`src/rtl/demux1_4_if.sv`:
```
// demux1_4_if -- bundle of the routed-input handshake and the four channel
// output handshakes of demux1_4.
//   in_data/in_sel/in_valid/in_ready : input word, destination channel, handshake
//   w/x/y/z, *_valid, *_ready        : per-channel head data and handshake
// Modports: master = traffic source/sink side (testbench or surrounding logic),
//           slave  = the demux itself.
interface demux1_4_if;
    logic [3:0] in_data;
    logic [1:0] in_sel;
    logic       in_valid;
    logic       in_ready;

    logic [3:0] w;
    logic [3:0] x;
    logic [3:0] y;
    logic [3:0] z;
    logic       w_valid;
    logic       x_valid;
    logic       y_valid;
    logic       z_valid;
    logic       w_ready;
    logic       x_ready;
    logic       y_ready;
    logic       z_ready;

    modport master (
        output in_data, in_sel, in_valid,
        input  in_ready,
        input  w, x, y, z,
        input  w_valid, x_valid, y_valid, z_valid,
        output w_ready, x_ready, y_ready, z_ready
    );

    modport slave (
        input  in_data, in_sel, in_valid,
        output in_ready,
        output w, x, y, z,
        output w_valid, x_valid, y_valid, z_valid,
        input  w_ready, x_ready, y_ready, z_ready
    );
endinterface

```
`src/rtl/demux1_4.sv`:
```
// demux1_4 -- routes 4-bit words to one of four output channels, each of which
// buffers up to two words in its own FIFO.
//   clk : clock, all state updates on the rising edge
//   rst : synchronous active-high reset (clears counts and pointers)
//   bus : demux1_4_if.slave
//         in_data/in_sel/in_valid -> word, destination (0=w,1=x,2=y,3=z), valid
//         in_ready                <- selected channel is not full
//         w/x/y/z, *_valid        <- head of each channel FIFO (0 when empty)
//         *_ready                 -> consumer takes the head word
module demux1_4 (
    input  logic        clk,
    input  logic        rst,
    demux1_4_if.slave   bus
);

    localparam int unsigned NCH   = 4;
    localparam logic [1:0]  FULL  = 2'd2;

    logic [1:0] count_q  [NCH];
    logic [1:0] count_d  [NCH];
    logic       rd_ptr_q [NCH];
    logic       rd_ptr_d [NCH];
    logic       wr_ptr_q [NCH];
    logic       wr_ptr_d [NCH];
    logic [3:0] mem_q    [NCH][2];
    logic [3:0] mem_d    [NCH][2];

    logic [NCH-1:0] ch_ready;
    logic [NCH-1:0] push;
    logic [NCH-1:0] pop;
    logic [3:0]     head [NCH];
    logic           in_ready;
    logic           in_fire;

    assign ch_ready = {bus.z_ready, bus.y_ready, bus.x_ready, bus.w_ready};

    // Readiness looks only at the registered count of the selected channel,
    // so a pop in the same cycle cannot open a slot for the incoming word.
    assign in_ready = (count_q[bus.in_sel] != FULL);
    assign in_fire  = bus.in_valid && in_ready;

    always_comb begin
        for (int unsigned ch = 0; ch < NCH; ch++) begin
            push[ch]     = in_fire && (bus.in_sel == 2'(ch));
            pop[ch]      = (count_q[ch] != 2'd0) && ch_ready[ch];

            count_d[ch]  = count_q[ch] + {1'b0, push[ch]} - {1'b0, pop[ch]};
            wr_ptr_d[ch] = wr_ptr_q[ch] ^ push[ch];
            rd_ptr_d[ch] = rd_ptr_q[ch] ^ pop[ch];

            mem_d[ch][0] = mem_q[ch][0];
            mem_d[ch][1] = mem_q[ch][1];
            if (push[ch]) begin
                mem_d[ch][wr_ptr_q[ch]] = bus.in_data;
            end

            head[ch] = (count_q[ch] != 2'd0) ? mem_q[ch][rd_ptr_q[ch]] : '0;
        end
    end

    always_ff @(posedge clk) begin
        for (int unsigned ch = 0; ch < NCH; ch++) begin
            if (rst) begin
                count_q[ch]  <= '0;
                rd_ptr_q[ch] <= 1'b0;
                wr_ptr_q[ch] <= 1'b0;
            end else begin
                count_q[ch]  <= count_d[ch];
                rd_ptr_q[ch] <= rd_ptr_d[ch];
                wr_ptr_q[ch] <= wr_ptr_d[ch];
            end
        end
    end

    // Storage is not reset: every output is masked while its count is zero.
    always_ff @(posedge clk) begin
        for (int unsigned ch = 0; ch < NCH; ch++) begin
            mem_q[ch][0] <= mem_d[ch][0];
            mem_q[ch][1] <= mem_d[ch][1];
        end
    end

    assign bus.in_ready = in_ready;

    assign bus.w       = head[0];
    assign bus.x       = head[1];
    assign bus.y       = head[2];
    assign bus.z       = head[3];
    assign bus.w_valid = (count_q[0] != 2'd0);
    assign bus.x_valid = (count_q[1] != 2'd0);
    assign bus.y_valid = (count_q[2] != 2'd0);
    assign bus.z_valid = (count_q[3] != 2'd0);

endmodule

```
`src/flat_wrapper.sv`:
```
// flat-port wrapper written by rule: the top's interface ports become plain ports
module demux1_4_flat 
  (clk, rst, bus_in_data, bus_in_sel, bus_in_valid, bus_in_ready, bus_w, bus_x, bus_y, bus_z, bus_w_valid, bus_x_valid, bus_y_valid, bus_z_valid, bus_w_ready, bus_x_ready, bus_y_ready, bus_z_ready);
  demux1_4_if bus_i ();
  input  logic clk;
  input  logic rst;
  input wire logic [$bits(bus_i.in_data)-1:0] bus_in_data;
  input wire logic [$bits(bus_i.in_sel)-1:0] bus_in_sel;
  input wire logic [$bits(bus_i.in_valid)-1:0] bus_in_valid;
  output wire logic [$bits(bus_i.in_ready)-1:0] bus_in_ready;
  output wire logic [$bits(bus_i.w)-1:0] bus_w;
  output wire logic [$bits(bus_i.x)-1:0] bus_x;
  output wire logic [$bits(bus_i.y)-1:0] bus_y;
  output wire logic [$bits(bus_i.z)-1:0] bus_z;
  output wire logic [$bits(bus_i.w_valid)-1:0] bus_w_valid;
  output wire logic [$bits(bus_i.x_valid)-1:0] bus_x_valid;
  output wire logic [$bits(bus_i.y_valid)-1:0] bus_y_valid;
  output wire logic [$bits(bus_i.z_valid)-1:0] bus_z_valid;
  input wire logic [$bits(bus_i.w_ready)-1:0] bus_w_ready;
  input wire logic [$bits(bus_i.x_ready)-1:0] bus_x_ready;
  input wire logic [$bits(bus_i.y_ready)-1:0] bus_y_ready;
  input wire logic [$bits(bus_i.z_ready)-1:0] bus_z_ready;
  assign bus_i.in_data = bus_in_data;
  assign bus_i.in_sel = bus_in_sel;
  assign bus_i.in_valid = bus_in_valid;
  assign bus_in_ready = bus_i.in_ready;
  assign bus_w = bus_i.w;
  assign bus_x = bus_i.x;
  assign bus_y = bus_i.y;
  assign bus_z = bus_i.z;
  assign bus_w_valid = bus_i.w_valid;
  assign bus_x_valid = bus_i.x_valid;
  assign bus_y_valid = bus_i.y_valid;
  assign bus_z_valid = bus_i.z_valid;
  assign bus_i.w_ready = bus_w_ready;
  assign bus_i.x_ready = bus_x_ready;
  assign bus_i.y_ready = bus_y_ready;
  assign bus_i.z_ready = bus_z_ready;
  demux1_4 u_core (.clk(clk), .rst(rst), .bus(bus_i));
endmodule
```
`config.mk`:
```
export PLATFORM = sky130hd
export DESIGN_NAME = demux1_4_flat
export DESIGN_NICKNAME = d
export VERILOG_FILES = /design/src/rtl/demux1_4_if.sv /design/src/rtl/demux1_4.sv /design/src/flat_wrapper.sv
export SDC_FILE = /design/constraint.sdc
export NUM_CORES = 1
export LEC_CHECK = 0
export BUFFER_PORTS_ARGS = -buffer_cell sky130_fd_sc_hd__buf_2
export CORE_MARGIN = 3
export CORE_UTILIZATION = 30
export CTS_BUF_LIST = sky130_fd_sc_hd__clkbuf_4
export CTS_CLUSTER_DIAMETER = 150
export DETAILED_ROUTE_END_ITERATION = 16
export GPL_ROUTABILITY_DRIVEN = 0
export SLEW_MARGIN = 0
export SYNTH_ARGS = -nofsm -noshare
export SYNTH_HDL_FRONTEND = slang
export SYNTH_SLANG_ARGS = --single-unit
```
`constraint.sdc`:
```
create_clock -name clk -period 2.7 [get_ports clk]
set_clock_uncertainty 0.15 [all_clocks]
set_input_delay 0.405 -clock clk [delete_from_list [all_inputs] [get_ports clk]]
set_output_delay 0.405 -clock clk [all_outputs]
set_load 0.02 [all_outputs]
```
==> impl_metrics.json <==
{
  "status": "complete, no violations",
  "intPower_w": 0.00157,
  "fmax_ghz": 0.485,
  "final_common_cell": "buf_2",
  "multi_input_area_um2": 785,
  "core_area_um2": 6870,
  "swShare_pct": 36.8,
  "leakagePower_nw": 1.05,
  "syn-cell-area_um2": 2160,
  "grt_usage_pct": 9.34,
  "die_y_um": 90.8,
  "drc": 0,
  "combPwrFrac_pct": 42.8,
  "worstRegToRegCells": 3,
  "power_density_nw_per_um2": 999,
  "final_hold_viol_count": 0,
  "clk_pin_slew_worst_paths_ps": 150,
  "crit_path_start_kind": "flop",
  "clock_latency_ps": 350,
  "tightest_slew_ps": 628,
  "worstSetupEndpoint": "bus_in_ready",
  "hold_class": "input pin to flop",
  "cts_tree": "done",
  "via_per_inst": 4.22,
  "reg2reg_from": "u_core.count_q[0][0]",
  "wl_mm": 3.66,
  "io_buffers": 33,
  "drv_cap": 0,
  "nNetsFinal": 226,
  "start_util_pct": 31.4,
  "setup_viol": 0,
  "dp_slack_ps": 720,
  "post-cts-setup-buffers": 0,
  "ioPinCount": 34,
  "fin_crit_ps": 2060,
  "final_cell_mix": "33 x buf_2, 32 x nor2_1, 32 x edfxtp_1",
  "first_global_vias": 1238,
  "crit_start": "u_core.count_q[2][0]",
  "drive_above_1_share_pct": 22.2,
  "regArea_um2": 1280,
  "switching_power_w": 0.000917,
  "cts_resized": 0,
  "fill_cells": 696,
  "clkPwrFrac_pct": 16.7,
  "max-clock-path-buffers": 2,
  "crit_arrival_ps": 1510,
  "grt_start_max_net_pins": 21,
  "p_seq_share_pct": 40.4,
  "rows": 30,
  "drt_iter0_drc": 43,
  "ant_nets": 0,
  "synth_nets": 192,
  "antenna_found_initial": 0,
  "antenna_cells": 0,
  "htree_levels": 2,
  "holdBufCountCts": 0,
  "clock_sinks": 48,
  "vias": 1241,
  "cts_made_buffers": 5,
  "dieArea_um2": 8240,
  "firstDrtPassIters": 3,
  "max_slew_margin_pct": 57.5,
  "synth_cell_types": 17,
  "fin_crit_sh_pct": 76.3,
  "syn2layout_area_growth_pct": 15.6,
  "yosysSeqAreaShare_pct": 59.4,
  "die_w_um": 90.8,
  "cts.root.buffer_cell": "clkbuf_4",
  "worst_slack_ps": 640,
  "ys_warn_count": 0,
  "critPathKind": "flop to output port",
  "r2r_slack_ps": 850,
  "syn_avg_cell_area_um2": 13.2,
  "worstSetupEndpointType": "output port",
  "avgRoutedWirePerCell_um": 12.4,
  "ys_ff_latch": 48,
  "dpl.hpwl_mm": 2.74,
  "critPathRequiredTime_ps": 2140,
  "rsz0062_at_grt": "false",
  "setup-tns-final_ps": 0,
  "r2r_end": "u_core.mem_q[0][3]",
  "peakVddDrop_mv": 0.409,
  "path_max_fanout": 4,
  "synthCells": 163,
  "grt.overflow.total": 0,
  "finalMaxSlewViolations": 0,
  "grt_pass1_wl_mm": 6.02
}
[power groups by stage]
stage                     sequential [W]  clock, W  combinational, W
after global placement           0.00102         0           0.00107
after global routing             0.00103  0.000466           0.00120
final                            0.00101  0.000416           0.00107
after floorplan                 0.000963         0          0.000851
after detailed placement         0.00103         0           0.00109
after CTS                        0.00101  0.000433           0.00109
[per-layer routing]
metal  track usage, %  vias to the layer above  share of wire [%]
li1                 -                      622                  -
met4             2.26                        0               0.52
met3             2.92                        2                4.6
met2             16.1                       26                 50
met1             11.4                      591                 44
met5                0                        -                  0
[how the worst min path moves through the flow]
| stage | from | cells after the start | to |
|---|---|---|---|
| floorplan | bus_in_data[0] | 0 | u_core.mem_q[0][0] |
| global placement | u_core.wr_ptr_q[1] | 3 | u_core.wr_ptr_q[1] |
| detailed placement | u_core.wr_ptr_q[1] | 3 | u_core.wr_ptr_q[1] |
| CTS | bus_in_data[2] | 1 | u_core.mem_q[2][6] |
| global route | bus_in_data[2] | 1 | u_core.mem_q[2][2] |
| finish | bus_in_data[2] | 1 | u_core.mem_q[2][6] |
[stage by stage]
step / power [W] / utilization (%) / cells / hold slack [ps] / cell area [µm²]
6_report: 0.00249 / 36.3 / 294 / 198 / 2490
5_1_grt: 0.00269 / 36.3 / 294 / 190 / 2490
4_1_cts: 0.00254 / 36.3 / 294 / 186 / 2490
3_5_place_dp: 0.00212 / 35.1 / 286 / 388 / 2410
3_3_place_gp: 0.00210 / 35.1 / 286 / 378 / 2410
2_1_floorplan: 0.00181 / - / 163 / 354 / 2160
[cell type report]
cell class                      count  area share, %
Clock buffer                        5           1.51
Clock inverter                      3           1.71
Inverter                           16           2.41
Multi-Input combinational cell     93           31.5
Sequential cell                    48           51.4
Tap cell                           96           4.82
Timing Repair Buffer               33           6.63
[registers in the layout (all words and copies together) (netlist names)]
| signal | flops |
|---|---|
| u_core.rd_ptr_q | 4 |
| u_core.wr_ptr_q | 4 |
| u_core.mem_q | 32 |
| u_core.count_q | 8 |
[kinds of logic after synthesis]
logic type,after synthesis,synth area share (%)
fa+ha+maj,16,9.29
compound gates,4,1.45
xor+xnor,4,4.18
mux,21,10.6
buf+inv,22,4.18
flops,48,59.4
simple gates,48,10.9
[synth_stat cells (all sizes together)]
master  number  area [µm²]
mux2         4        45.0
nand2b       4        25.0
nor2        32         120
edfxtp      32         961
nor4bb       1        10.0
and4         1        10.0
nor2b        8        50.1
mux4         1        22.5
dfxtp       16         320
inv         16        60.1
ha          16         200
buf          6        30.0
and4b        2        20.0
xnor3        4        90.1
mux2i       16         160
o21a         4        31.3
[worst max-delay path, stage by stage (launching register included)]
cell      delay (ps)
dfxtp_1          360
nand2b_1         160
mux4_2           450
buf_2            170
Note: power is estimated with default switching activity, not from simulation.
